**src/rtl/axi_mem_arbiter.sv**
```systemverilog
// Two-master to one-slave AXI arbiter in front of the SRAM slave.
// M0 (instruction fetch) is read-only; M1 (load/store) reads and writes.
// One transaction in flight; round-robin grant; slave VALIDs held until the response handshake.
module axi_mem_arbiter #(
   parameter int unsigned ADDR_WIDTH = 64,
   parameter int unsigned DATA_WIDTH = 64
) (
   input  logic                    CLK,
   input  logic                    RESET,
   // M0: instruction fetch, read only
   input  logic [ADDR_WIDTH-1:0]   M0_AR_ADDR,
   input  logic                    M0_AR_VALID,
   output logic                    M0_AR_READY,
   output logic [DATA_WIDTH-1:0]   M0_R_DATA,
   output logic                    M0_R_VALID,
   input  logic                    M0_R_READY,
   // M1: load/store
   input  logic [ADDR_WIDTH-1:0]   M1_AR_ADDR,
   input  logic                    M1_AR_VALID,
   output logic                    M1_AR_READY,
   output logic [DATA_WIDTH-1:0]   M1_R_DATA,
   output logic                    M1_R_VALID,
   input  logic                    M1_R_READY,
   input  logic [ADDR_WIDTH-1:0]   M1_AW_ADDR,
   input  logic                    M1_AW_VALID,
   output logic                    M1_AW_READY,
   input  logic [DATA_WIDTH-1:0]   M1_W_DATA,
   input  logic [DATA_WIDTH/8-1:0] M1_W_STRB,
   input  logic                    M1_W_VALID,
   output logic                    M1_W_READY,
   output logic                    M1_B_VALID,
   input  logic                    M1_B_READY,
   // Slave port
   output logic [ADDR_WIDTH-1:0]   S_AR_ADDR,
   output logic                    S_AR_VALID,
   input  logic                    S_AR_READY,
   input  logic [DATA_WIDTH-1:0]   S_R_DATA,
   input  logic                    S_R_VALID,
   output logic                    S_R_READY,
   output logic [ADDR_WIDTH-1:0]   S_AW_ADDR,
   output logic                    S_AW_VALID,
   input  logic                    S_AW_READY,
   output logic [DATA_WIDTH-1:0]   S_W_DATA,
   output logic [DATA_WIDTH/8-1:0] S_W_STRB,
   output logic                    S_W_VALID,
   input  logic                    S_W_READY,
   input  logic                    S_B_VALID,
   output logic                    S_B_READY
);

   localparam int unsigned StrbWidth = DATA_WIDTH / 8;

   typedef enum logic [1:0] {StIdle, StRd0, StRd1, StWr1} state_e;

   state_e                state_q, state_d;
   logic                  last_grant_q, last_grant_d;  // 1: M1 was granted last
   logic [ADDR_WIDTH-1:0] addr_q, addr_d;
   logic [DATA_WIDTH-1:0] data_q, data_d;
   logic [StrbWidth-1:0]  strb_q, strb_d;
   logic                  ar_valid_q, ar_valid_d;
   logic                  wr_valid_q, wr_valid_d;      // drives both S_AW_VALID and S_W_VALID

   logic req0, req1w, req1;
   logic win0, win1;

   // Slave address/data readies are ignored: completion is the R or B handshake only.
   logic unused_slave_ready;
   assign unused_slave_ready = ^{S_AR_READY, S_AW_READY, S_W_READY};

   assign req0  = M0_AR_VALID;
   assign req1w = M1_AW_VALID & M1_W_VALID;
   assign req1  = req1w | M1_AR_VALID;

   // Contention goes to the master not granted last time.
   assign win0 = (state_q == StIdle) & ~RESET & req0 & (~req1 | last_grant_q);
   assign win1 = (state_q == StIdle) & ~RESET & req1 & ~win0;

   assign S_AR_VALID = ar_valid_q;
   assign S_AR_ADDR  = addr_q;
   assign S_AW_VALID = wr_valid_q;
   assign S_W_VALID  = wr_valid_q;
   assign S_AW_ADDR  = addr_q;
   assign S_W_DATA   = data_q;
   assign S_W_STRB   = strb_q;

   // Next-state, capture and combinational handshake routing.
   always_comb begin
      state_d      = state_q;
      last_grant_d = last_grant_q;
      addr_d       = addr_q;
      data_d       = data_q;
      strb_d       = strb_q;
      ar_valid_d   = ar_valid_q;
      wr_valid_d   = wr_valid_q;
      M0_AR_READY  = 1'b0;
      M1_AR_READY  = 1'b0;
      M1_AW_READY  = 1'b0;
      M1_W_READY   = 1'b0;
      M0_R_VALID   = 1'b0;
      M0_R_DATA    = '0;
      M1_R_VALID   = 1'b0;
      M1_R_DATA    = '0;
      M1_B_VALID   = 1'b0;
      S_R_READY    = 1'b0;
      S_B_READY    = 1'b0;

      // Nothing is accepted or forwarded while reset is asserted.
      if (!RESET) begin
         unique case (state_q)
            StIdle: begin
               if (win0) begin
                  M0_AR_READY  = 1'b1;
                  addr_d       = M0_AR_ADDR;
                  ar_valid_d   = 1'b1;
                  last_grant_d = 1'b0;
                  state_d      = StRd0;
               end else if (win1) begin
                  last_grant_d = 1'b1;
                  if (req1w) begin
                     // Write beats read within M1.
                     M1_AW_READY = 1'b1;
                     M1_W_READY  = 1'b1;
                     addr_d      = M1_AW_ADDR;
                     data_d      = M1_W_DATA;
                     strb_d      = M1_W_STRB;
                     wr_valid_d  = 1'b1;
                     state_d     = StWr1;
                  end else begin
                     M1_AR_READY = 1'b1;
                     addr_d      = M1_AR_ADDR;
                     ar_valid_d  = 1'b1;
                     state_d     = StRd1;
                  end
               end
            end
            StRd0: begin
               S_R_READY  = M0_R_READY;
               M0_R_VALID = S_R_VALID;
               M0_R_DATA  = S_R_DATA;
               if (S_R_VALID && M0_R_READY) begin
                  ar_valid_d = 1'b0;
                  state_d    = StIdle;
               end
            end
            StRd1: begin
               S_R_READY  = M1_R_READY;
               M1_R_VALID = S_R_VALID;
               M1_R_DATA  = S_R_DATA;
               if (S_R_VALID && M1_R_READY) begin
                  ar_valid_d = 1'b0;
                  state_d    = StIdle;
               end
            end
            StWr1: begin
               S_B_READY  = M1_B_READY;
               M1_B_VALID = S_B_VALID;
               if (S_B_VALID && M1_B_READY) begin
                  wr_valid_d = 1'b0;
                  state_d    = StIdle;
               end
            end
            default: state_d = StIdle;
         endcase
      end
   end

   // State and captured request registers; reset discards any in-flight transaction.
   always_ff @(posedge CLK) begin
      if (RESET) begin
         state_q      <= StIdle;
         last_grant_q <= 1'b1;
         addr_q       <= '0;
         data_q       <= '0;
         strb_q       <= '0;
         ar_valid_q   <= 1'b0;
         wr_valid_q   <= 1'b0;
      end else begin
         state_q      <= state_d;
         last_grant_q <= last_grant_d;
         addr_q       <= addr_d;
         data_q       <= data_d;
         strb_q       <= strb_d;
         ar_valid_q   <= ar_valid_d;
         wr_valid_q   <= wr_valid_d;
      end
   end

endmodule

```
**config.mk**
```make
export PLATFORM = sky130hd
export DESIGN_NAME = axi_mem_arbiter
export DESIGN_NICKNAME = d
export VERILOG_FILES = /design/src/rtl/axi_mem_arbiter.sv
export SDC_FILE = /design/constraint.sdc
export NUM_CORES = 1
export LEC_CHECK = 0
export BUFFER_PORTS_ARGS = -buffer_cell sky130_fd_sc_hd__buf_2
export CAP_MARGIN = 15
export CORE_AREA = 2 2 263 265
export DETAILED_ROUTE_END_ITERATION = 7
export DIE_AREA = 0 0 265 267
export GPL_TIMING_DRIVEN = 0
export SYNTH_ARGS = -nofsm -noshare
export SYNTH_HDL_FRONTEND = slang
export SYNTH_SLANG_ARGS = --single-unit
```
**constraint.sdc**
```tcl
create_clock -name CLK -period 2.1 [get_ports CLK]
set_clock_uncertainty 0.05 [all_clocks]
set_input_delay 0.525 -clock CLK [delete_from_list [all_inputs] [get_ports CLK]]
set_output_delay 0.525 -clock CLK [all_outputs]
set_load 0.05 [all_outputs]
```
==> results.sh <==
export IMPL_outcome="finished, violations left"
export IMPL_violations="setup timing"
export IMPL_tightest_slew_ns=0.821
export IMPL_seq_area_um2=2830
export IMPL_detail_route_wl_per_cell_um=19.2
export IMPL_gp_congestion=0.864
export IMPL_ys_flop_type="dfxtp_1"
export IMPL_stdcell_count=2675
export IMPL_start_kind="flip-flop"
export IMPL_dieArea_um2=70800
export IMPL_place_port_buffers=678
export IMPL_coreArea_um2=68000
export IMPL_pwr_density_cell_nw_per_um2=1190
export IMPL_crit_path_end_kind="output port"
export IMPL_clkPwrFrac_pct=18.0
export IMPL_ys_seq_area_share_pct=33.8
export IMPL_drive_gt1_share_pct=56.8
export IMPL_hold_path_class="input pin to flip-flop"
export IMPL_syn_inst=1049
export IMPL_reg2reg_slack_ns=-0.27
export IMPL_cpMostUsedCell="clkbuf_16"
export IMPL_ys_seq_elements=141
export IMPL_antenna_found_initial=14
export IMPL_clk_latency_ns=0.47
export IMPL_multi_input_area_um2=4790
export IMPL_p_leak_nw=7.58
export IMPL_peakVddDrop_v=0.000826
export IMPL_comb_power_share_pct=61.3
export IMPL_fin_crit_ns=2.60
export IMPL_rows=96
export IMPL_crit_chain="inv_2, ha_2, nor2b_4, buf_12, clkbuf_16, clkbuf_16, and2_2, buf_8"
export IMPL_routed_wl_um=51300
export IMPL_arrival_ns=2.03
export IMPL_start_util_pct=12.3
export IMPL_syn_to_final_growth_pct=81.4
export IMPL_first_global_vias=10618
export IMPL_grt_max_degree=17
export IMPL_route_detailed_drc=0
export IMPL_cts_buffer_depth=2
export IMPL_die_y_um=267
export IMPL_nets=2115
export IMPL_cts_sinks=141
export IMPL_rr_worst_depth=7
export IMPL_crit_path_max_incr_delay_ns=0.36
export IMPL_final_cell_mix="570 x buf_2, 151 x nand2_1, 139 x dfxtp_1, 112 x buf_6, 90 x buf_4"
export IMPL_min_to="S_W_DATA[45]"
export IMPL_clkTransAtPathRegs_ns=0.08
export IMPL_h_tree_depth=4
export IMPL_final_antenna_net_count=0
export IMPL_async_flop_share_pct=0
export IMPL_cp_max_fo=5
export IMPL_numCtsBuffers=17
export IMPL_netSwitchingPower_w=0.00946
export IMPL_hpwl_um=41500
export IMPL_avgSynthCellArea_um2=7.97
export IMPL_fillers=7515
export IMPL_track_usage_pct=13.7
export IMPL_seqPwrFrac_pct=20.6
export IMPL_crit_type="flip-flop to output port"
export IMPL_synth_edf_count=0
export IMPL_drtIter0Drc=528
export IMPL_rr_endpoint="S_AR_ADDR[25]"
export IMPL_internal_power_w=0.00859
export IMPL_hold_viol_final=0
export IMPL_cts_root_buf="clkbuf_16"
export IMPL_synth_area_um2=8360
export IMPL_slew_headroom_pct=45.3
export IMPL_via_per_inst=3.98
export IMPL_grt_pass1_wl_um=70400
export IMPL_whs_ns=0.177
export IMPL_ios=682
export IMPL_yosys_warnings=0
export IMPL_max_freq_mhz=384
export IMPL_cts_tree="built"
export IMPL_finalMaxSlewViolations=0
export IMPL_final_common_cell="buf_2"
export IMPL_setup_slack_ns=-0.503
export IMPL_vias=10649
export IMPL_crit_slowest_cell="dfxtp_2"
export IMPL_setup_viol=188
export IMPL_required_ns=1.52
export IMPL_r2r_start="state_q[1]"
export IMPL_gr_total_overflow=0
export IMPL_cap_violations=0
export IMPL_min_path_cells=3
export IMPL_synth_nets=1396
export IMPL_dp_cells=2609
export IMPL_die_w_um=265
export IMPL_period_share_pct=124
export IMPL_yosys_cell_types_count=43
export IMPL_hold_buffers=0
export IMPL_drt_pass1_iter_count=5
export IMPL_rsz0062_at_grt="yes"
export IMPL_swShare_pct=52.4
export IMPL_min_from="M1_W_DATA[45]"
flip-flops by register name, indices dropped and copies added, names as in the netlist:
| signal | cells |
|---|---|
| S_W_DATA | 64 |
| S_AW_VALID | 1 |
| last_grant_q | 1 |
| S_AR_VALID | 1 |
| S_W_STRB | 8 |
| state_q | 2 |
| S_AR_ADDR | 64 |
layout make-up:
type | count | share of cell area, %
timing repair inverter | 1 | 0.0578
inverter | 4 | 0.198
timing repair buffer | 700 | 30.2
antenna | 12 | 0.198
clock buffer | 17 | 2.81
buffer | 160 | 7.88
tap | 882 | 7.28
sequential | 141 | 18.7
multi-input combinational | 743 | 31.6
clock inverter | 15 | 1.13
synth_stat cells (2+ instances only):
master	number	area (um2)
a211oi_1	5	37.5
a211oi_2	31	388
a21boi_0	20	150
a21boi_1	9	67.6
a21oi_1	32	160
a22oi_1	2	15.0
a311oi_1	29	254
a31oi_1	2	12.5
and2_1	162	1010
and3_1	30	188
and3b_1	3	26.3
buf_1	4	15.0
buf_2	29	145
buf_4	77	578
buf_6	4	45.0
clkbuf_1	44	165
clkbuf_2	3	15.0
dfxtp_1	141	2820
ha_1	5	62.6
inv_1	3	11.3
nand2_1	151	567
nand2b_1	2	12.5
nand3_1	2	10.0
nand3b_1	73	548
nor2_1	32	120
nor2b_1	4	25.0
o21ai_0	21	105
o21ai_1	46	230
o22ai_1	35	219
or3_1	35	219
worst max-delay path, delay by kind of cell (launching register included):
kind	cells	cell delay, ns
fa+ha+maj	1	0.18
buf+inv	5	0.68
flops	1	0.36
simple gates	2	0.32
what timing repair did:
action / in CTS / in global routing
gates cloned: 1 / 4
resized for setup: 347 / 79
endpoints found under the setup margin: 273 / 196
pin swaps: 4 / 5
buffers inserted: 13 / 7
layer usage:
layer	wire length [um]	up-vias	share of wire [%]	GRT usage [%]
met3	3510	85	6.8	3.80
met2	24900	562	49	23.6
met1	20500	4982	40	15.4
li1	-	5018	-	-
met4	2460	2	4.8	7.42
met5	13	-	0.025	0
worst max path at each step:
stage	startpoint	endpoint	slack, ns	cells after the start
detailed placement	RESET	M0_R_DATA[28]	-1.40	6
global placement	RESET	M0_R_DATA[28]	-1.39	6
floorplan	state_q[0]	M1_W_READY	-0.06	9
global route	state_q[0]	M1_R_DATA[4]	-0.59	8
CTS	state_q[0]	M1_R_DATA[0]	-0.56	8
finish	state_q[0]	M1_R_DATA[4]	-0.50	8
cells by family (layout without fill, tap and decap cells):
family | count (synthesis) | in the layout | share of synthesized area (%)
muxes | 2 | 2 | 0.254
DFF | 141 | 141 | 33.8
and+or+nand+nor | 501 | 501 | 33.6
other | 0 | 12 | 0
buffers and inverters | 165 | 897 | 11.7
adders and majority gates | 5 | 5 | 0.749
AOI/OAI and AO/OA | 235 | 235 | 20.0
power groups by stage:
stage               clock network, W  logic, W  registers (W)
floorplan                          0   0.00540        0.00550
global placement                   0   0.00986        0.00377
detailed placement                 0   0.00988        0.00378
CTS                          0.00338    0.0109        0.00373
global route                 0.00348    0.0116        0.00379
finish                       0.00325    0.0111        0.00373
metrics by stage:
stage / setup TNS (ns) / worst slack (ns) / total power [W] / utilization [%] / instance area (um2)
2_1_floorplan: -0.0640 / -0.0640 / 0.0109 / - / 8510
3_3_place_gp: -188.88 / -1.39 / 0.0136 / 19.1 / 13000
3_5_place_dp: -195.19 / -1.40 / 0.0137 / 19.1 / 13000
4_1_cts: -76.44 / -0.565 / 0.0180 / 21.8 / 14800
5_1_grt: -81.88 / -0.591 / 0.0189 / 22.3 / 15100
6_report: -65.16 / -0.503 / 0.0181 / 22.3 / 15200
No activity file was read; power rests on OpenSTA's default activity.
